## config.mk

```make
export PLATFORM = sky130hd
export DESIGN_NAME = if_stage
export DESIGN_NICKNAME = d
export VERILOG_FILES = /design/src/rtl/if_stage.sv
export SDC_FILE = /design/constraint.sdc
export NUM_CORES = 1
export LEC_CHECK = 0
export BUFFER_PORTS_ARGS = -buffer_cell sky130_fd_sc_hd__buf_4
export CORE_ASPECT_RATIO = 1.75
export CORE_UTILIZATION = 50
export CTS_CLUSTER_DIAMETER = 120
export CTS_CLUSTER_SIZE = 16
export DETAILED_ROUTE_END_ITERATION = 10
export PLACE_DENSITY_LB_ADDON = 0.12
export SLEW_MARGIN = 40
export SYNTH_ARGS = -nofsm -noshare
export SYNTH_HDL_FRONTEND = slang
export SYNTH_SLANG_ARGS = --single-unit
```

## constraint.sdc

```tcl
create_clock -name clk -period 5.5 [get_ports clk]
set_input_delay 1.1 -clock clk [delete_from_list [all_inputs] [get_ports clk]]
set_output_delay 1.1 -clock clk [all_outputs]
set_load 0.02 [all_outputs]
```

## src/rtl/if_stage.sv

```systemverilog
// if_stage: instruction fetch with hold buffer, wait-state tracking and drain-on-redirect.
module if_stage (
    input  logic        clk,
    input  logic        rst,
    input  logic        pc_enable,
    input  logic        if_id_enable,
    input  logic        branch_taken_flag,
    input  logic [31:0] branch_target,
    output logic        imem_req,
    output logic [31:0] imem_addr,
    input  logic        imem_ready,
    input  logic [31:0] imem_rdata,
    output logic [31:0] if_id_pc,
    output logic [31:0] if_id_inst,
    output logic        if_id_valid,
    output logic        fetch_stall
);
    localparam logic [31:0] NOP = 32'h0000_0013;
    typedef enum logic [1:0] {BOOT, RUN, DRAIN} state_t;
    state_t      state, state_next;
    logic [31:0] pc, redirect_pc, hold_inst, hold_pc, target;
    logic        hold_valid, req_pending, fetch_done;

    assign target = branch_target & ~32'h3;
    assign imem_addr = pc;

    always_comb begin
        imem_req = (state == DRAIN) || (state == RUN && !hold_valid && (pc_enable || req_pending));
        fetch_done = imem_req && imem_ready;
        fetch_stall = imem_req && !imem_ready;
        state_next = state;
        if (state == BOOT)
            state_next = RUN;
        else if (branch_taken_flag)
            state_next = fetch_stall ? DRAIN : RUN;
        else if (state == DRAIN && fetch_done)
            state_next = RUN;
    end

    always_ff @(posedge clk) begin
        if (rst) state <= BOOT;
        else     state <= state_next;
    end

    always_ff @(posedge clk) begin
        if (rst) begin
            pc          <= '0;
            redirect_pc <= '0;
            hold_inst   <= NOP;
            hold_pc     <= '0;
            hold_valid  <= 1'b0;
            req_pending <= 1'b0;
            if_id_pc    <= '0;
            if_id_inst  <= NOP;
            if_id_valid <= 1'b0;
        end else if (state != BOOT) begin
            req_pending <= fetch_stall;
            if (branch_taken_flag) begin
                // An incomplete fetch must finish at its old address before the redirect applies
                if_id_inst  <= NOP;
                if_id_valid <= 1'b0;
                hold_valid  <= 1'b0;
                if (fetch_stall) redirect_pc <= target;
                else             pc <= target;
            end else if (state == DRAIN) begin
                if (fetch_done) pc <= redirect_pc;
                if (if_id_enable) begin
                    if_id_inst  <= NOP;
                    if_id_valid <= 1'b0;
                end
            end else begin
                if (fetch_done) pc <= pc + 32'd4;
                if (if_id_enable) begin
                    if_id_pc    <= hold_valid ? hold_pc : fetch_done ? pc : if_id_pc;
                    if_id_inst  <= hold_valid ? hold_inst : fetch_done ? imem_rdata : NOP;
                    if_id_valid <= hold_valid || fetch_done;
                    hold_valid  <= 1'b0;
                end else if (fetch_done) begin
                    hold_inst  <= imem_rdata;
                    hold_pc    <= pc;
                    hold_valid <= 1'b1;
                end
            end
        end
    end
endmodule
```

==> results of run 1 <==
Yosys cell counts (all sizes together):
cell	number	share of area (%)
nand4	14	1.2
o22ai	1	0.073
a41o	1	0.13
o31ai	2	0.17
mux2	4	0.52
nand3	19	1.2
conb	1	0.044
dfxtp	189	44
nor2	30	1.3
and4	3	0.33
o21ba	1	0.12
o31a	8	0.81
buf	23	1.4
or3	4	0.31
o32a	3	0.35
clkbuf	80	3.5
and3	7	0.58
or4	1	0.13
nor3b	9	0.78
a211o	2	0.20
nand2b	12	0.87
o21a	1	0.087
a22oi	29	2.5
nor2b	35	2.5
a311oi	1	0.10
o21ai	63	3.7
nor3	10	0.58
and2	4	0.29
ha	1	0.15
o41a	1	0.13
a21oi	165	9.6
xnor2	1	0.10
a211oi	34	3.0
nor4	7	0.73
or2	1	0.073
nand3b	6	0.52
a221o	3	0.35
a21o	4	0.35
inv	14	0.61
a31oi	10	0.73
mux2i	32	3.7
nand2	253	11
o32ai	8	0.90
o211ai	3	0.26
worst max-delay path, cell delays in order:
cell	delay [ns]
buf_4	0.10
or2_1	0.25
a31oi_1	0.42
inv_2	0.16
buf_4	0.20
routing by layer:
metal  vias to the layer above  global-route usage (%)  part of all wire (%)
met3                        27                   3.303                   3.9
met4                         0                   9.903                   2.3
li1                       4014                       -                     -
met2                       201                   45.29                    51
met1                      3700                   32.81                    43
met5                         -                       0                     0
worst paths after layout:
check,from,end,depth (start not counted)
setup / recovery,pc_enable,imem_req,5
hold / removal,redirect_pc[23],redirect_pc[23],2
setup reg to reg,hold_valid,if_id_pc[4],6
hold reg to reg,redirect_pc[23],redirect_pc[23],2
cells by family after synthesis:
group / after synthesis / share of synthesized area [%]
flip-flops: 189 / 43.95
AND/OR/NAND/NOR: 415 / 22.44
AO/OA/AOI/OAI: 340 / 23.52
other: 1 / 0.04356
XOR/XNOR: 1 / 0.1018
buffers and inverters: 117 / 5.552
adder cells (fa/ha/maj): 1 / 0.1453
multiplexers: 36 / 4.244
registers in the layout, indices dropped and copies added (netlist names):
| name | flops |
|---|---|
| req_pending | 1 |
| if_id_inst | 32 |
| state | 2 |
| if_id_valid | 1 |
| redirect_pc | 30 |
| hold_inst | 32 |
| hold_pc | 30 |
| if_id_pc | 30 |
| imem_addr | 30 |
| hold_valid | 1 |
report_power, final:
part / total [mW] / internal (mW) / switching (mW) / leakage, nW
combinational: 0.281 / 0.115 / 0.166 / 1.85
clock: 1.23 / 0.689 / 0.545 / 0.274
sequential: 1.43 / 1.39 / 0.0399 / 1.53
stage by stage:
stage	area [sq um]	hold WS [ns]
detailed placement	9826	0.4416
floorplan	8620	0.4315
global placement	9817	0.4342
finish	10430	0.4518
global route	10430	0.4686
CTS	10410	0.4510
area by class of cell:
class | instances | area (sq um)
multi-input combinational | 797 | 4383
clock buffer | 21 | 450.4
timing repair buffer | 175 | 1339
inverter | 14 | 52.55
fill | 1657 | 6437
tap | 227 | 284.0
clock inverter | 11 | 135.1
sequential | 189 | 3787
==> run_results.csv, run 1 <==
group,metric,value,unit
cts,cts_resized,0,
worst_setup_path,critPathLaunchType,"input port",
logic_synthesis,ys_ff_latch,189,
sta,finalSetupViolCount,0,
sta,skew,0.01579,ns
grt,grt_pass1_vias,7321,
floorplanning,dieHeight,175.6,um
pwr,finalPower,2.948,mW
cts,htreeDepth,4,
sta,rsz0062_at_grt,"no",
floorplanning,start_util,51.03,%
grt,grt_pass1_wl,37190,um
floorplanning,rows,63,
sta,drv_slew,0,
finish,stdcell_count,1434,
sta,fin_tns_setup,0,ns
sta,fmax,0.2994,GHz
routing,ant_nets,0,
logic_synthesis,synth_cell_types,56,
run,drv_cap,0,
sta,tightest_slew,0.8530,ns
logic_synthesis,yosys_warnings,0,
pwr,p_leak,3.653,nW
worst_setup_path,crit_fanout,6,
finish,syn_to_final_growth,21.18,%
cts,postCtsHoldBufs,0,
cts,cts_buffers,17,
floorplanning,die_w,101.2,um
cts,clk_path_buf_depth,2,
worst_setup_path,path_class,"input port to primary output",
sta,worst_slew_margin_rel,42.70,%
floorplanning,die_area,0.01777,sq mm
grt,grt_max_degree,89,
finish,final_core_util,61.84,%
routing,vias_per_cell,5.538,
cts,cts_tree,"done",
logic_synthesis,seq_area_frac_synth,43.95,%
placed_design,dp.cells,1401,
cts,cts_root_buf,"clkbuf_16",
routing,first_pass_iters,7,
cts,clk_latency,0.42,ns
pwr,vdd_ir_drop_max,184.8,uV
finish,nNetsFinal,1265,
logic_synthesis,syn_inst,1100,
sta,final_hold_viol_count,0,
sta,min_period_over_period,60.73,%
logic_synthesis,synth_area,0.008608,sq mm
placed_design,port_buffers,162,
logic_synthesis,syn_area_per_cell,7.826,sq um
min_path,min_path_type,"register to register",
outcome,status,"finished clean",
worst_setup_path,worst_ep_arrival_time,2.24,ns
pwr,power_density,282.6,mW/mm^2
placed_design,pre_cts_slack,2.134,ns
placed_design,place.gp.congestion,0.8440,
sta,fin_crit,3.340,ns
sta,setup_ws,2.160,ns
worst_setup_path,regToRegSetupSlack,2.63,ns
routing,wire_per_inst,15.89,um
finish,diodes,0,
grt,globalRouteOverflowTotal,0,
finish,drive_gt1_share,19.39,%
cts,clk_pin_slew,0.07,ns
routing,drc,0,
grt,antenna_found_initial,0,
cts,post_cts_buffers,0,
cts,clkSinkCount,189,
finish,most-common-layout-cells,"nand2_1, dfxtp_1, buf_4",
floorplanning,io_pins,169,
routing,drt_iter0_markers,369,
routing,totalWireLength,22780,um
placed_design,dp_hpwl,15230,um
worst_setup_path,end_kind,"primary output",
floorplanning,core_area,0.01687,sq mm
grt,track_usage,26.22,%
routing,vias,7942,
finish,final_common_cell,"nand2_1",
worst_setup_path,worstPathRequired,4.40,ns
(Power assumes the default switching activity.)
==> inputs of run 2 (changes only) <==
Clock period 5.5 ns to 3.1 ns, I/O delays scaled along.
==> run 2 against run 1 <==
Compared with the run above:
- clock power up 67%
- sequential power up 77%
- routed wire length up 0.74%
- first-iteration DRC count up 14%
- cell count up 0.70%
- count of clock-buffer cells in the layout down 1
- largest power group unchanged
- clock skew about the same
- total power up 73%
- hold slack worse by 0.024 ns
- core utilization up 0.24 points
==> run_results.csv, run 2 (synthesis results as in run 1) <==
group,metric,value,unit
worst_setup_path,path_class,"register to primary output",
finish,drive_gt1_share,19.97,%
floorplanning,die_area,0.01777,sq mm
sta,setup_ws,0.6623,ns
routing,ant_nets,0,
routing,drc,0,
finish,reg_top3,"hold_inst (32), if_id_inst (32)",
cts,postCtsHoldBufs,0,
finish,num-fill-cells,1613,
worst_setup_path,cpPeakStageDelay,0.56,ns
routing,topRoutingLayerUsed,"met4",
grt,globalRouteOverflowTotal,0,
routing,routedLengthMet1,9526,um
finish,syn_to_final_growth,21.64,%
grt,grt_pass1_vias,7339,
sta,fin_tns_setup,0,ns
sta,holdWs,0.4274,ns
worst_setup_path,cp_slowest_cell,"dfxtp_1",
worst_setup_path,worstPathRequired,2.48,ns
routing,vias,8054,
worst_setup_path,regToRegSetupSlack,0.83,ns
placed_design,pre_cts_slack,0.5156,ns
worst_setup_path,end_kind,"primary output",
worst_setup_path,worst_ep_arrival_time,1.82,ns
routing,met3WireLength,1085,um
sta,skew,0.01531,ns
cts,clk_latency,0.43,ns
placed_design,place_area,0.009931,sq mm
sta,fin_crit,2.438,ns
routing,met2_length,11800,um
grt,track_usage,26.27,%
worst_setup_path,crit_path_start,"state[0]",
sta,finalSetupViolCount,0,
sta,fmax,0.4102,GHz
routing,first_pass_iters,5,
routing,drt_iter0_markers,422,
worst_setup_path,crit_fanout,12,
finish,nNetsFinal,1277,
finish,diodes,0,
finish,stdcell_count,1444,
floorplanning,die_w,101.2,um
grt,antenna_found_initial,0,
worst_setup_path,critPathLaunchType,"register",
finish,final_cell_area,0.01047,sq mm
cts,cts_tree,"done",
routing,totalWireLength,22950,um
min_path,min_to,"hold_inst[4]",
finish,most-common-layout-cells,"nand2_1, dfxtp_1, buf_4",
sta,rsz0062_at_grt,"no",
routing,vias_per_cell,5.578,
cts,cts_root_buf,"clkbuf_16",
grt,grt_pass1_wl,37010,um
placed_design,place.gp.congestion,0.8356,
run,drv_cap,0,
cts,clkSinkCount,189,
min_path,min_path_type,"input port to register",
outcome,status,"finished clean",
cts,cts_resized,0,
floorplanning,io_pins,169,
pwr,vdd_ir_drop_max,325.3,uV
sta,tightest_slew,0.6555,ns
cts,clk_path_buf_depth,2,
floorplanning,dieHeight,175.6,um
cts,post_cts_buffers,0,
sta,drv_slew,0,
worst_setup_path,reg2reg_to,"hold_inst[8]",
cts,htreeDepth,4,
cts,cts_buffers,17,
pwr,finalPower,5.097,mW
sta,final_hold_viol_count,0,
finish,final_common_cell,"nand2_1",
pwr,p_leak,3.693,nW
floorplanning,rows,63,
worst_setup_path,worstPathCellList,"nor2b_2 > a31oi_1 > inv_2 > buf_4",
cts,clk_pin_slew,0.06,ns
routing,wire_per_inst,15.89,um
placed_design,dp.cells,1414,
min_path,min_from,"imem_rdata[4]",
floorplanning,core_area,0.01687,sq mm
finish,final_core_util,62.08,%
worst_setup_path,r2r_start,"state[1]",
placed_design,dp_hpwl,15530,um
sta,min_period_over_period,78.64,%
worst_setup_path,ff2ff_path_depth,7,
grt,grt_max_degree,117,
placed_design,port_buffers,162,
min_path,whs_path_depth,3,
floorplanning,start_util,51.03,%
sta,worst_slew_margin_rel,56.30,%
pwr,power_density,486.8,mW/mm^2
[run 2: layout make-up]
type | count | area, sq um | share of cell area (%)
multi-input cells | 797 | 4378 | 41.81
clock inverters | 10 | 93.84 | 0.8962
well taps | 227 | 284.0 | 2.712
inverters | 14 | 52.55 | 0.5019
repair buffers | 187 | 1429 | 13.65
clock buffers | 20 | 446.7 | 4.266
flip-flops and latches | 189 | 3787 | 36.17
[run 2: report_power, final]
group          leakage [nW]  total (mW)  internal (mW)  switching [mW]
Combinational          1.91       0.519          0.210           0.310
Sequential             1.53        2.53           2.47          0.0594
Clock                 0.254        2.05           1.12           0.928
Total                  3.69        5.10           3.80            1.30
[run 2: critical path: cells and delay by family, from the launching register on]
family | cells | cell delay (ns)
DFF | 1 | 0.56
and+or+nand+nor | 1 | 0.11
AOI/OAI and AO/OA | 1 | 0.38
buffers and inverters | 2 | 0.35
[run 2: worst max-delay path by stage]
stage / endpoint / slack, ns / cells past startpoint
6_report: imem_req / 0.66 / 4
5_1_grt: imem_req / 0.49 / 4
4_1_cts: imem_req / 0.63 / 4
3_5_place_dp: hold_inst[3] / 0.52 / 8
3_3_place_gp: if_id_pc[4] / 0.44 / 7
2_1_floorplan: imem_addr[28] / 0.86 / 6
[run 2: metal layers]
layer,up-vias,global-route usage (%)
met3,36,4.059
li1,4040,-
met5,-,0
met1,3768,31.41
met2,210,46.12
met4,0,10.69
